<file path="src/rtl/pc_pkg.sv">
// Shared types and constants for the next-PC sequencer.
package pc_pkg;

  localparam int unsigned PC_W = 32;

  localparam logic [1:0] NO_CHANGE_NONE = 2'b00;
  localparam logic [1:0] NO_CHANGE_HOLD = 2'b01;

  localparam logic [PC_W-1:0] VEC_ADDR_DEFAULT = 32'h0000_0020;

  typedef enum logic [1:0] {
    S_RST       = 2'b00,
    S_RUN       = 2'b01,
    S_INT_DRAIN = 2'b10,
    S_INT_VEC   = 2'b11
  } pc_state_t;

endpackage : pc_pkg

</file>
<file path="src/rtl/pc_drain_counter.sv">
// Loadable down-counter timing the pipeline drain before an interrupt vector jump.
module pc_drain_counter #(
  parameter int unsigned W = 2
) (
  input  logic         clk,
  input  logic         rst,
  input  logic         load,
  input  logic         dec,
  input  logic [W-1:0] load_val,
  output logic [W-1:0] count,
  output logic         zero_c,
  output logic         one_c
);

  // Load wins over decrement; decrement saturates at zero.
  always_ff @(posedge clk) begin
    if (!rst) begin
      count <= '0;
    end else if (load) begin
      count <= load_val;
    end else if (dec && !zero_c) begin
      count <= count - W'(1);
    end
  end

  // Flags decoded from the current count.
  always_comb begin
    zero_c = (count == W'(0));
    one_c  = (count == W'(1));
  end

endmodule : pc_drain_counter

</file>
<file path="src/rtl/pc_sequencer.sv">
// Next-PC generator and fetch-control sequencer with interrupt-entry handshake.
module pc_sequencer
  import pc_pkg::*;
#(
  parameter int unsigned     DRAIN_CYCLES = 3,
  parameter logic [PC_W-1:0] VEC_ADDR     = VEC_ADDR_DEFAULT
) (
  input  logic            clk,
  input  logic            rst,
  input  logic [PC_W-1:0] pc_cur,
  input  logic            is_32bit,
  input  logic [1:0]      hazard_hold,
  input  logic            load_use,
  input  logic            branch_taken,
  input  logic [PC_W-1:0] branch_target,
  input  logic            ret_valid,
  input  logic [PC_W-1:0] ret_addr,
  input  logic            int_req,
  output logic [PC_W-1:0] pc_write_data,
  output logic [1:0]      no_change,
  output logic            fetch_nop_LD,
  output logic            reset_pc,
  output logic            Reset_2Power5,
  output logic            flush_fd,
  output logic [PC_W-1:0] int_ret_pc,
  output logic            int_ack
);

  localparam int unsigned CNT_W = $clog2(DRAIN_CYCLES + 1);

  pc_state_t       state;
  logic            int_go_c;
  logic            cnt_load_c;
  logic            cnt_dec_c;
  logic            cnt_zero_c;
  logic            cnt_one_c;
  logic [CNT_W-1:0] cnt;
  logic [PC_W-1:0] pc_seq_c;

  // Interrupt eligibility, sequential next PC and drain counter controls.
  always_comb begin
    int_go_c   = int_req && (hazard_hold == NO_CHANGE_NONE) && !load_use;
    pc_seq_c   = pc_cur + (is_32bit ? PC_W'(2) : PC_W'(1));
    cnt_load_c = (state == S_RUN) && int_go_c;
    cnt_dec_c  = (state == S_INT_DRAIN) && !cnt_zero_c;
  end

  pc_drain_counter #(
    .W(CNT_W)
  ) u_drain_counter (
    .clk      (clk),
    .rst      (rst),
    .load     (cnt_load_c),
    .dec      (cnt_dec_c),
    .load_val (CNT_W'(DRAIN_CYCLES)),
    .count    (cnt),
    .zero_c   (cnt_zero_c),
    .one_c    (cnt_one_c)
  );

  // Sequencer state and registered PC-write controls.
  always_ff @(posedge clk) begin
    if (!rst) begin
      state         <= S_RST;
      pc_write_data <= '0;
      no_change     <= NO_CHANGE_NONE;
      fetch_nop_LD  <= 1'b0;
      reset_pc      <= 1'b1;
      Reset_2Power5 <= 1'b0;
      flush_fd      <= 1'b0;
      int_ret_pc    <= '0;
      int_ack       <= 1'b0;
    end else begin
      pc_write_data <= pc_seq_c;
      no_change     <= NO_CHANGE_NONE;
      fetch_nop_LD  <= 1'b0;
      reset_pc      <= 1'b0;
      Reset_2Power5 <= 1'b0;
      flush_fd      <= 1'b0;
      int_ack       <= 1'b0;
      unique case (state)
        S_RST: begin
          state <= S_RUN;
        end
        S_RUN: begin
          if (int_go_c) begin
            int_ret_pc    <= pc_cur;
            no_change     <= NO_CHANGE_HOLD;
            pc_write_data <= pc_cur;
            state         <= S_INT_DRAIN;
          end else if (ret_valid) begin
            pc_write_data <= ret_addr;
            flush_fd      <= 1'b1;
          end else if (branch_taken) begin
            pc_write_data <= branch_target;
            flush_fd      <= 1'b1;
          end else if (hazard_hold != NO_CHANGE_NONE) begin
            no_change     <= hazard_hold;
            pc_write_data <= pc_cur;
          end else if (load_use) begin
            fetch_nop_LD  <= 1'b1;
            pc_write_data <= pc_cur;
          end
        end
        S_INT_DRAIN: begin
          no_change     <= NO_CHANGE_HOLD;
          flush_fd      <= 1'b1;
          pc_write_data <= pc_cur;
          // A redirect resolving during the drain becomes the resume point.
          if (ret_valid) begin
            int_ret_pc <= ret_addr;
          end else if (branch_taken) begin
            int_ret_pc <= branch_target;
          end
          if (cnt_one_c || cnt_zero_c) begin
            state <= S_INT_VEC;
          end
        end
        S_INT_VEC: begin
          Reset_2Power5 <= 1'b1;
          int_ack       <= 1'b1;
          pc_write_data <= VEC_ADDR;
          state         <= S_RUN;
        end
        default: begin
          state <= S_RST;
        end
      endcase
    end
  end

endmodule : pc_sequencer

</file>
<file path="config.mk">
export PLATFORM = sky130hd
export DESIGN_NAME = pc_sequencer
export DESIGN_NICKNAME = d
export VERILOG_FILES = /design/src/rtl/pc_pkg.sv /design/src/rtl/pc_drain_counter.sv /design/src/rtl/pc_sequencer.sv
export SDC_FILE = /design/constraint.sdc
export NUM_CORES = 1
export LEC_CHECK = 0
export CORE_UTILIZATION = 51
export DETAILED_ROUTE_END_ITERATION = 10
export PLACE_DENSITY = 0.87
export SETUP_SLACK_MARGIN = 0.2
export SKIP_LAST_GASP = 1
export SYNTH_ARGS = -nofsm -noshare
export SYNTH_HDL_FRONTEND = slang
export SYNTH_HIERARCHICAL = 1
export SYNTH_SLANG_ARGS = --single-unit
</file>
<file path="constraint.sdc">
create_clock -name clk -period 3.85 [get_ports clk]
set_clock_uncertainty 0.05 [all_clocks]
set_input_delay 0.385 -clock clk [delete_from_list [all_inputs] [get_ports clk]]
set_output_delay 0.385 -clock clk [all_outputs]
set_load 0.005 [all_outputs]
</file>
==> qor.txt, run 1 <==
crit path launch type -> input port
P_leak -> 0.00267 uW
initial antenna violation count -> 0
drt first pass iters -> 8
Post-CTS Hold Buffers -> 0
Via density -> 6.56
max-cap violation count -> 0
fill count -> 815
Max Fanout on Critical Path -> 12
CTS tree -> yes
Die Span X -> 106 um
sequential area share after synthesis -> 26.8%
largest net degree at the start of global routing -> 51
final setup fails -> 0
NetSw -> 1420 uW
Synth cell types -> 73
post-synthesis area per instance -> 7.60 um2
Ys Warns -> 6
combinational share of power -> 50.1%
Clock H-tree levels -> 3
Core Util, Final -> 72.8%
nets -> 976
final hold vios -> 0
core area -> 0.0104 mm2
post_cts resized -> 0
port bufs -> 175
IO Pins -> 176
number of flops mapped to enable cells by yosys -> 0
All-Layer GR Usage -> 37.3%
Tcrit/Tclk final -> 75.6%
CTS sink cnt -> 74
Vias -> 6576
final WL -> 20800 um
sw frac -> 39.2%
die area -> 0.0113 mm2
CP endpoint -> pc_write_data[18]$_SDFF_PN0_
crit end category -> flip-flop
reg-to-reg critical path endpoint -> int_ret_pc[20]$_SDFFE_PN0P_
DRT antenna net count -> 0
top_reg_cell synth -> dfxtp_1
FF+latch count, synth -> 74
Area Growth Syn to Fin -> 37.2%
Clock power frac -> 21.9%
fraction of layout cells with a size suffix above 1 -> 7.27%
minimum clock period -> 2.91 ns
grt ovf -> 0
GPL Wtd Cong -> 0.925
Max-slew headroom -> 33.8%
f_max -> 343 MHz
Req. time, crit path -> 4.13 ns
Root Driver -> clkbuf_8
Mapped Area -> 0.00553 mm2
Die Ht -> 106 um
critical path type -> in2reg
power density cells -> 479 mW/mm2
R2R depth -> 8
vias in the first global route -> 6223
CP max-delay cell -> nor3_1
hold depth -> 2
Slew Limit Fails -> 0
HP Class -> reg2reg
cells after synthesis -> 727
P_int -> 2210 uW
RSZ-0062 raised after global routing -> false
Detail Placement HPWL -> 14300 um
Clock Pin Slew Worst Setup and Hold Paths -> 0.08 ns
initial drt markers -> 761
CP Cell Sequence -> clkdlybuf4s50_1 > or3_1 > buf_4 > nor3_1 > o221ai_1 > a22oi_1 > o21a_1
Clock Tree Buf Depth -> 2
worst vdd ir -> 0.000415 V
WHS -> 0.405 ns
crit path DAT -> 3.19 ns
worst skew pair latency -> 0.38 ns
Slowest Stage Delay on Critical Path -> 0.64 ns
outcome -> completed
Antenna diodes -> 0
FFs w/ async S/R, synth -> 0%
# rows -> 37
setup TNS -> 0 ns
Slew @ Worst Pin -> 0.991 ns
first-pass GRT wire length -> 32700 um
R2R Path Start -> state[1]$_SDFFE_PN0P_
register share of total power -> 28.0%
Wirelength per Cell -> 20.8 um
CP startpoint -> load_use
CTS Buf Count -> 9
Residual DRC -> 0
r2r setup slk -> 1.19 ns
Post-CTS Setup Bufs -> 0
Starting Density -> 53.1%
## stage by stage
step | setup WS (ns) | power [uW] | cell area (um2) | instances
6_report | 0.938 | 3630 | 7580 | 1002
5_1_grt | 0.739 | 3810 | 7580 | 1002
4_1_cts | 1.01 | 3590 | 7580 | 1002
3_5_place_dp | 0.634 | 2800 | 7330 | 986
3_3_place_gp | 0.718 | 2750 | 7330 | 986
2_1_floorplan | 1.66 | 1990 | 5530 | 728
## flip-flops by register name, indices dropped and copies added (netlist names)
signal and flops:
pc_write_data 32, fetch_nop_LD 1, u_drain_counter/count 2, state 2
no_change 2, int_ret_pc 32, reset_pc 1, int_ack 1
flush_fd 1
## worst min path at each step
stage	to	slack, ns	start
2_1_floorplan	int_ret_pc[11]$_SDFFE_PN0P_	0.40	int_ret_pc[11]$_SDFFE_PN0P_
3_3_place_gp	int_ret_pc[17]$_SDFFE_PN0P_	0.39	int_ret_pc[17]$_SDFFE_PN0P_
3_5_place_dp	int_ret_pc[10]$_SDFFE_PN0P_	0.39	int_ret_pc[10]$_SDFFE_PN0P_
4_1_cts	int_ret_pc[19]$_SDFFE_PN0P_	0.41	int_ret_pc[19]$_SDFFE_PN0P_
5_1_grt	int_ret_pc[24]$_SDFFE_PN0P_	0.43	int_ret_pc[24]$_SDFFE_PN0P_
6_report	int_ret_pc[22]$_SDFFE_PN0P_	0.40	int_ret_pc[22]$_SDFFE_PN0P_
## metal layers
| layer | share of wire (%) | wire length [um] | up-vias | global-route usage, % |
|---|---|---|---|---|
| li1 | - | - | 2976 | - |
| met1 | 41 | 8530 | 3082 | 49.2 |
| met2 | 45 | 9480 | 448 | 58.6 |
| met3 | 10 | 2120 | 70 | 6.32 |
| met4 | 3.4 | 708 | 0 | 19.2 |
| met5 | 0 | 0 | - | 0 |
## placed cells by master (no fill, tap or decap), types with 4 or more instances in the layout
master / instances
clkdlybuf4s50_1: 174
nand2_1: 104
a21oi_1: 77
dfxtp_1: 74
o211ai_1: 37
o21ai_0: 35
mux2i_1: 34
nor2_1: 23
buf_4: 22
nand3_1: 21
inv_1: 19
xnor2_1: 17
a221oi_1: 17
o22ai_1: 13
nand4_1: 12
xor2_1: 12
clkbuf_8: 11
and3_1: 10
nor3_1: 10
a211oi_1: 10
ha_1: 8
and4_1: 6
o2bb2ai_1: 6
nor4_1: 6
a22oi_1: 5
o21a_1: 5
a22o_1: 5
or3_1: 4
## cell families (layout without fill, tap and decap cells)
| family | count (synthesis) | after routing | synth area share [%] |
|---|---|---|---|
| compound gates | 256 | 256 | 31.3 |
| xor+xnor | 29 | 29 | 4.60 |
| fa+ha+maj | 10 | 10 | 2.40 |
| buf+inv | 95 | 233 | 6.97 |
| flops | 74 | 74 | 26.8 |
| mux | 36 | 36 | 6.57 |
| other cells | 1 | 2 | 0.0679 |
| simple gates | 226 | 226 | 21.3 |
## layout make-up
cell class              instances  area (um2)  area share [%]
flip-flops and latches         74        1480            19.5
clock inverters                 5         100            1.32
inverters                      20        75.1           0.990
well taps                     136         170            2.24
clock buffers                  11         151            2.00
multi-input cells             559        3690            48.7
repair buffers                197        1910            25.2
## cell usage after synthesis (17+ instances only)
| master | count | area [um2] |
|---|---|---|
| dfxtp_1 | 74 | 1480 |
| buf_2 | 20 | 100 |
| o211ai_1 | 37 | 278 |
| a221oi_1 | 17 | 149 |
| o21ai_0 | 35 | 175 |
| clkbuf_1 | 48 | 180 |
| a21oi_1 | 78 | 390 |
| nand2_1 | 104 | 390 |
| xnor2_1 | 17 | 149 |
| nor2_1 | 23 | 86.3 |
| inv_1 | 19 | 71.3 |
| mux2i_1 | 34 | 340 |
| nand3_1 | 21 | 105 |
## power by group through the flow
stage	combinational, uW	clock, uW	sequential [uW]
6_report	1820	795	1020
5_1_grt	1950	823	1030
4_1_cts	1780	795	1020
3_5_place_dp	1760	0	1030
3_3_place_gp	1720	0	1030
2_1_floorplan	951	0	1040
## critical path, delay by kind of cell
kind            cells  cell delay (ns)
compound gates      3             0.77
simple gates        2             1.24
buf+inv             2             0.79
(Power assumes the default switching activity.)
==> inputs of run 2 (changes only) <==
--- a/config.mk
+++ b/config.mk
@@ -5,9 +5,9 @@
 export SDC_FILE = /design/constraint.sdc
 export NUM_CORES = 1
 export LEC_CHECK = 0
-export CORE_UTILIZATION = 51
+export CORE_UTILIZATION = 48
 export DETAILED_ROUTE_END_ITERATION = 10
-export PLACE_DENSITY = 0.87
+export PLACE_DENSITY = 0.82
 export SETUP_SLACK_MARGIN = 0.2
 export SKIP_LAST_GASP = 1
 export SYNTH_ARGS = -nofsm -noshare
==> constraint.sdc (replaced) <==
create_clock -name clk -period 2.94 [get_ports clk]
set_clock_uncertainty 0.05 [all_clocks]
set_input_delay 0.294 -clock clk [delete_from_list [all_inputs] [get_ports clk]]
set_output_delay 0.294 -clock clk [all_outputs]
set_load 0.005 [all_outputs]
==> run 2 against run 1 <==
Flip-flop and latch count is the same; utilization shrank 0.29 points; highest routed layer unchanged; clock power grew 75%.
==> qor.txt, run 2 (same netlist as run 1, synthesis figures left out) <==
outcome -> completed
CP max-delay cell -> clkdlybuf4s50_1
RSZ-0062 raised after global routing -> false
Clock Tree Buf Depth -> 2 (unchanged)
most frequent cells in the layout -> clkdlybuf4s50_1, nand2_1, a21oi_1, dfxtp_1, buf_4
final hold vios -> 0 (unchanged)
CTS tree -> yes
Die Span X -> 109 um (+3.0%)
WP buf/inv -> 2 (unchanged)
Clock H-tree levels -> 3 (unchanged)
CP delay by family, top -> adder cells
worst skew pair latency -> 0.35 ns (-0.03 ns)
CTS sink cnt -> 74 (unchanged)
commonest non-fill, non-tap cell in the layout -> clkdlybuf4s50_1
final WL -> 21800 um (+4.6%)
GPL Wtd Cong -> 0.959 (+3.7%)
HP Class -> reg2reg
vias in the first global route -> 6511 (+4.6%)
Vias -> 6768 (+2.9%)
grt ovf -> 0 (unchanged)
Clock Pin Slew Worst Setup and Hold Paths -> 0.06 ns (-0.02 ns)
final setup fails -> 0 (unchanged)
Tot Pwr -> 5180 uW (+43%)
Wirelength per Cell -> 20.9 um (+0.33%)
fraction of layout cells with a size suffix above 1 -> 11.3% (+4.0 points)
worst vdd ir -> 0.000369 V (-11%)
area post-placement -> 0.00763 mm2 (+4.1%)
Final WS setup -> 0.323 ns (-0.614 ns)
Cell Count, Final, Fillers Out -> 1045 (+4.3%)
CP dominant cell by count -> and3_1
drt first pass iters -> 6 (-2)
port bufs -> 175 (unchanged)
f_max -> 382 MHz
Slew @ Worst Pin -> 0.686 ns (-0.306 ns)
minimum clock period -> 2.62 ns
Residual DRC -> 0 (unchanged)
max-cap violation count -> 0 (unchanged)
core area -> 0.0110 mm2 (+5.9%)
Max-slew headroom -> 54.3% (+20 points)
Post-CTS Setup Bufs -> 0 (unchanged)
top flop regs -> int_ret_pc x32, pc_write_data x32
initial antenna violation count -> 0 (unchanged)
All-Layer GR Usage -> 37.0% (-0.33 points)
Slew Limit Fails -> 0 (unchanged)
Final Cell Area -> 0.00800 mm2 (+5.5%)
setup TNS -> 0 ns (unchanged)
power density cells -> 647 mW/mm2 (+35%)
r2r setup slk -> 0.57 ns (-0.62 ns)
first-pass GRT wire length -> 33700 um (+3.0%)
Slowest Stage Delay on Critical Path -> 0.54 ns (-0.10 ns)
nets -> 1015 (+4.0%)
Post-CTS Hold Buffers -> 0 (unchanged)
die area -> 0.0119 mm2 (+6.1%)
CTS Buf Count -> 9 (unchanged)
CP Cell Sequence -> clkdlybuf4s50_1 > inv_1 > ha_1 > fa_1 > and3_1 > and3_1 > nand4_1 > mux2_2 > a211oi_1
Post-Place Worst Slack -> 0.00869 ns (-0.626 ns)
Max Fanout on Critical Path -> 6 (-6)
initial drt markers -> 786 (+3.3%)
Via density -> 6.48 (-1.3%)
Area Growth Syn to Fin -> 44.7%
fill count -> 884 (+8.5%)
# rows -> 38 (+2.7%)
P_leak -> 0.00291 uW (+9.0%)
Antenna diodes -> 0 (unchanged)
Root Driver -> clkbuf_16
Tcrit/Tclk final -> 89.0%
placed instance count -> 1029 (+4.4%)
largest net degree at the start of global routing -> 38 (-25%)
Req. time, crit path -> 3.15 ns (-0.98 ns)
crit path DAT -> 2.83 ns (-0.36 ns)
Detail Placement HPWL -> 16000 um (+12%)
crit end category -> flip-flop
DRT antenna net count -> 0 (unchanged)
critical path type -> in2reg
crit path launch type -> input port
Starting Density -> 50.1% (-3.0 points)
Die Ht -> 109 um (+3.0%)
IO Pins -> 176 (unchanged)
[run 2: where the power goes]
group	internal (uW)	switching, uW
registers	1230	101
logic	1110	1340
clock network	937	455
[run 2: area by class of cell]
type | count | area [um2] | share of cell area, %
clock inverters | 5 | 125 | 1.56
well taps | 140 | 175 | 2.19
clock buffers | 11 | 243 | 3.03
multi-input cells | 559 | 3690 | 46.2
inverters | 20 | 75.1 | 0.939
flip-flops and latches | 74 | 1480 | 18.5
repair buffers | 236 | 2200 | 27.6
[run 2: path summary, 6_finish.rpt]
check,startpoint,endpoint,cells after the start
max,is_32bit,pc_write_data[20]$_SDFF_PN0_,9
min,int_ret_pc[15]$_SDFFE_PN0P_,int_ret_pc[15]$_SDFFE_PN0P_,2
max reg2reg,state[1]$_SDFFE_PN0P_,int_ret_pc[31]$_SDFFE_PN0P_,8
min reg2reg,int_ret_pc[15]$_SDFFE_PN0P_,int_ret_pc[15]$_SDFFE_PN0P_,2
[run 2: what timing repair did]
action,CTS,global route
endpoints found under the hold margin,0,0
setup endpoints to repair,0,1
resized for setup,0,1
[run 2: worst min-delay path: stages, from the launching register on]
cell,delay (ns)
dfxtp_1,0.31
nand2_1,0.05
a21oi_1,0.05
[run 2: through the flow]
step	util (%)	hold slack [ns]
after floorplan	-	0.319
after global placement	69.2	0.389
after detailed placement	69.2	0.394
after CTS	72.5	0.402
after global routing	72.5	0.412
final	72.5	0.401
[run 2: per-layer routing]
| layer | vias to the layer above | wire [um] | global-route usage (%) |
|---|---|---|---|
| met1 | 3165 | 8780 | 46.4 |
| met5 | - | 0 | 0 |
| met3 | 69 | 2120 | 6.99 |
| met4 | 0 | 650 | 18.6 |
| li1 | 3059 | - | - |
| met2 | 475 | 10300 | 60.6 |
==> inputs of run 3 (changes only) <==
--- a/config.mk
+++ b/config.mk
@@ -5,9 +5,11 @@
 export SDC_FILE = /design/constraint.sdc
 export NUM_CORES = 1
 export LEC_CHECK = 0
+export ABC_AREA = 1
+export CORE_MARGIN = 5
 export CORE_UTILIZATION = 48
 export DETAILED_ROUTE_END_ITERATION = 10
-export PLACE_DENSITY = 0.82
+export PLACE_DENSITY = 0.83
 export SETUP_SLACK_MARGIN = 0.2
 export SKIP_LAST_GASP = 1
 export SYNTH_ARGS = -nofsm -noshare
==> run 3 against run 2 <==
Wire length decreased by 9.5%; global-route usage decreased by 8.2 points; first-iteration DRC count decreased by 22%; sequential share of layout area grew 0.88 points; maximum frequency up 4.9%; hold slack improved by 0.027 ns; flip-flop and latch count unchanged; non-clock buffer count decreased by 41; cell count rose by 17%; combinational power rose by 2%; count of clock-buffer cells in the layout rose by 1; critical path type is now reg2reg; largest cell class unchanged.
==> qor.txt, run 3 <==
outcome -> completed
Tot Pwr -> 4970 uW (-4.1%)
R2R depth -> 9 (+1)
fraction of layout cells with a size suffix above 1 -> 7.31% (-4.0 points)
RSZ-0062 raised after global routing -> false
placed instance count -> 1209 (+17%)
CP startpoint -> state[0]$_SDFFE_PN0P_
Slew @ Worst Pin -> 0.739 ns (+0.0535 ns)
cell taking the most area after synthesis -> dfxtp_1
Die Span X -> 117 um (+7.2%)
first-pass GRT wire length -> 31200 um (-7.4%)
minimum clock period -> 2.49 ns (-0.123 ns)
Residual DRC -> 0 (unchanged)
commonest non-fill, non-tap cell in the layout -> nand2_1
Root Driver -> clkbuf_16
largest family of logic cells by synthesized area -> simple AND/OR/NAND/NOR gates
CP max-delay cell -> inv_2
CTS tree -> yes
power density cells -> 650 mW/mm2 (+0.48%)
die area -> 0.0137 mm2 (+15%)
DRT antenna net count -> 0 (unchanged)
worst skew pair latency -> 0.34 ns (about the same)
Cell Count, Final, Fillers Out -> 1224 (+17%)
f_max -> 401 MHz (+4.9%)
Via density -> 5.43 (-16%)
port bufs -> 175 (unchanged)
FFs w/ async S/R, synth -> 0% (unchanged)
Max-slew headroom -> 50.7% (-3.6 points)
Post-CTS Hold Buffers -> 0 (unchanged)
Ys Warns -> 6 (unchanged)
initial antenna violation count -> 0 (unchanged)
Mapped Area -> 0.00552 mm2 (-0.16%)
Clock Tree Buf Depth -> 2 (unchanged)
crit path DAT -> 2.72 ns (-0.11 ns)
post-synthesis mux area share -> 0.363% (-6.2 points)
IO Pins -> 176 (unchanged)
Synth cell types -> 41 (-44%)
Vias -> 6647 (-1.8%)
core area -> 0.0113 mm2 (+2.6%)
top flop regs -> int_ret_pc x32, pc_write_data x32
Commonest cells post-synth -> nand2_1, a21oi_1, nor2_1
sequential area share after synthesis -> 26.8% (+0.043 points)
post-synth top area share -> 26.8% (+0.043 points)
Max Fanout on Critical Path -> 37 (+31)
critical path type -> reg2reg
largest net degree at the start of global routing -> 42 (+11%)
Slew Limit Fails -> 0 (unchanged)
top post-synthesis cells by area -> dfxtp_1, nand2_1, a21oi_1
final setup fails -> 0 (unchanged)
final WL -> 19700 um (-9.5%)
setup TNS -> 0 ns (unchanged)
Clock Pin Slew Worst Setup and Hold Paths -> 0.06 ns (about the same)
count leader, synth -> nand2_1
CP Cell Sequence -> inv_1 > ha_1 > inv_2 > o21ai_1 > o21ai_4 > inv_2 > buf_4 > nor2_1 > nor2_1
max-cap violation count -> 0 (unchanged)
Clock H-tree levels -> 3 (unchanged)
reg-to-reg critical path endpoint -> int_ret_pc[18]$_SDFFE_PN0P_
nets -> 1192 (+17%)
HP Class -> in2reg
cells after synthesis -> 924 (+27%)
Antenna diodes -> 0 (unchanged)
post-synthesis compound-gate area fraction -> 26.0% (-5.3 points)
drt first pass iters -> 6 (unchanged)
most frequent cells in the layout -> nand2_1, clkdlybuf4s50_1, a21oi_1, nor2_1, o21ai_0
worst vdd ir -> 0.000413 V (+12%)
Simple-Gate Fraction of Synth Area -> 33.4% (+12 points)
CTS Buf Count -> 9 (unchanged)
vias in the first global route -> 6149 (-5.6%)
Starting Density -> 48.7% (-1.4 points)
crit path launch type -> flip-flop
R2R Path Start -> state[0]$_SDFFE_PN0P_
top_reg_cell synth -> dfxtp_1
grt ovf -> 0 (unchanged)
All-Layer GR Usage -> 28.8% (-8.2 points)
final hold vios -> 0 (unchanged)
Tcrit/Tclk final -> 84.8% (-4.2 points)
Wirelength per Cell -> 16.1 um (-23%)
initial drt markers -> 614 (-22%)
Area Growth Syn to Fin -> 38.4%
r2r setup slk -> 0.45 ns (-0.12 ns)
P_leak -> 0.00324 uW (+11%)
Die Ht -> 117 um (+7.2%)
post-synthesis area per instance -> 5.97 um2 (-21%)
Slowest Stage Delay on Critical Path -> 0.44 ns (-0.10 ns)
# rows -> 39 (+2.6%)
number of flops mapped to enable cells by yosys -> 0 (unchanged)
Detail Placement HPWL -> 14800 um (-7.6%)
CP endpoint -> int_ret_pc[18]$_SDFFE_PN0P_
Req. time, crit path -> 3.16 ns (about the same)
FF+latch count, synth -> 74 (unchanged)
crit end category -> flip-flop
CTS sink cnt -> 74 (unchanged)
xor-xnor portion of the synthesized cell area -> 1.88% (-2.7 points)
adder and majority gate portion of the synthesized area -> 2.40% (+0.0038 points)
GPL Wtd Cong -> 0.999 (+4.2%)
==> run 3: power breakdown <==
group / total, uW / internal [uW] / switching (uW)
Sequential: 1450 / 1320 / 131
Combinational: 2490 / 1120 / 1360
Clock: 1030 / 608 / 424
Total: 4970 / 3050 / 1920
==> run 3: layer usage <==
layer	track usage (%)	part of all wire (%)
met3	5.81	11
met2	45.6	44
met1	38.5	42
met4	11.8	3.0
met5	0	0
==> run 3: critical path, delay by kind of cell, from the launching register on <==
family | cells | cell delay (ns)
buffers and inverters | 4 | 1.00
AND/OR/NAND/NOR | 2 | 0.16
AO/OA/AOI/OAI | 2 | 0.44
adder cells (fa/ha/maj) | 1 | 0.42
flip-flops | 1 | 0.35
==> run 3: kinds of logic (layout without fill, tap and decap cells) <==
kind of cell,after synthesis,count (layout)
flip-flops,74,74
multiplexers,2,2
XOR/XNOR,11,11
buffers and inverters,124,280
AO/OA/AOI/OAI,261,261
other,1,2
adder cells (fa/ha/maj),10,10
AND/OR/NAND/NOR,441,441
==> run 3: timing repair <==
item / CTS / global route
setup buffers: 0 / 0
resized for setup: 0 / 1
endpoints found under the setup margin: 0 / 1
==> run 3: how the worst min path moves through the flow <==
stage | slack, ns | startpoint | to | cells after the start
6_report | 0.43 | rst | int_ack$_SDFF_PN0_ | 3
5_1_grt | 0.45 | int_ret_pc[12]$_SDFFE_PN0P_ | int_ret_pc[12]$_SDFFE_PN0P_ | 2
4_1_cts | 0.42 | rst | u_drain_counter/count[1]$_SDFFE_PN0P_ | 3
3_5_place_dp | 0.42 | int_ret_pc[7]$_SDFFE_PN0P_ | int_ret_pc[7]$_SDFFE_PN0P_ | 2
3_3_place_gp | 0.41 | int_ret_pc[12]$_SDFFE_PN0P_ | int_ret_pc[12]$_SDFFE_PN0P_ | 2
2_1_floorplan | 0.37 | rst | u_drain_counter/count[1]$_SDFFE_PN0P_ | 2
==> run 3: per-stage QoR <==
| step | instance area (um2) | utilization [%] | hold slack [ns] | setup WS [ns] |
|---|---|---|---|---|
| 2_1_floorplan | 5520 | - | 0.370 | 1.08 |
| 3_3_place_gp | 7360 | 65.0 | 0.413 | 0.439 |
| 3_5_place_dp | 7360 | 65.0 | 0.422 | 0.432 |
| 4_1_cts | 7630 | 67.4 | 0.423 | 0.435 |
| 5_1_grt | 7640 | 67.5 | 0.454 | 0.242 |
| 6_report | 7640 | 67.5 | 0.428 | 0.446 |
==> run 3: cell type report <==
class	count	area, um2
Inverter	70	263
Clock buffer	12	256
Timing Repair Buffer	195	1900
Tap cell	143	179
Clock inverter	3	15.0
Multi-Input combinational cell	727	3550
Fill cell	1043	3680
Sequential cell	74	1480
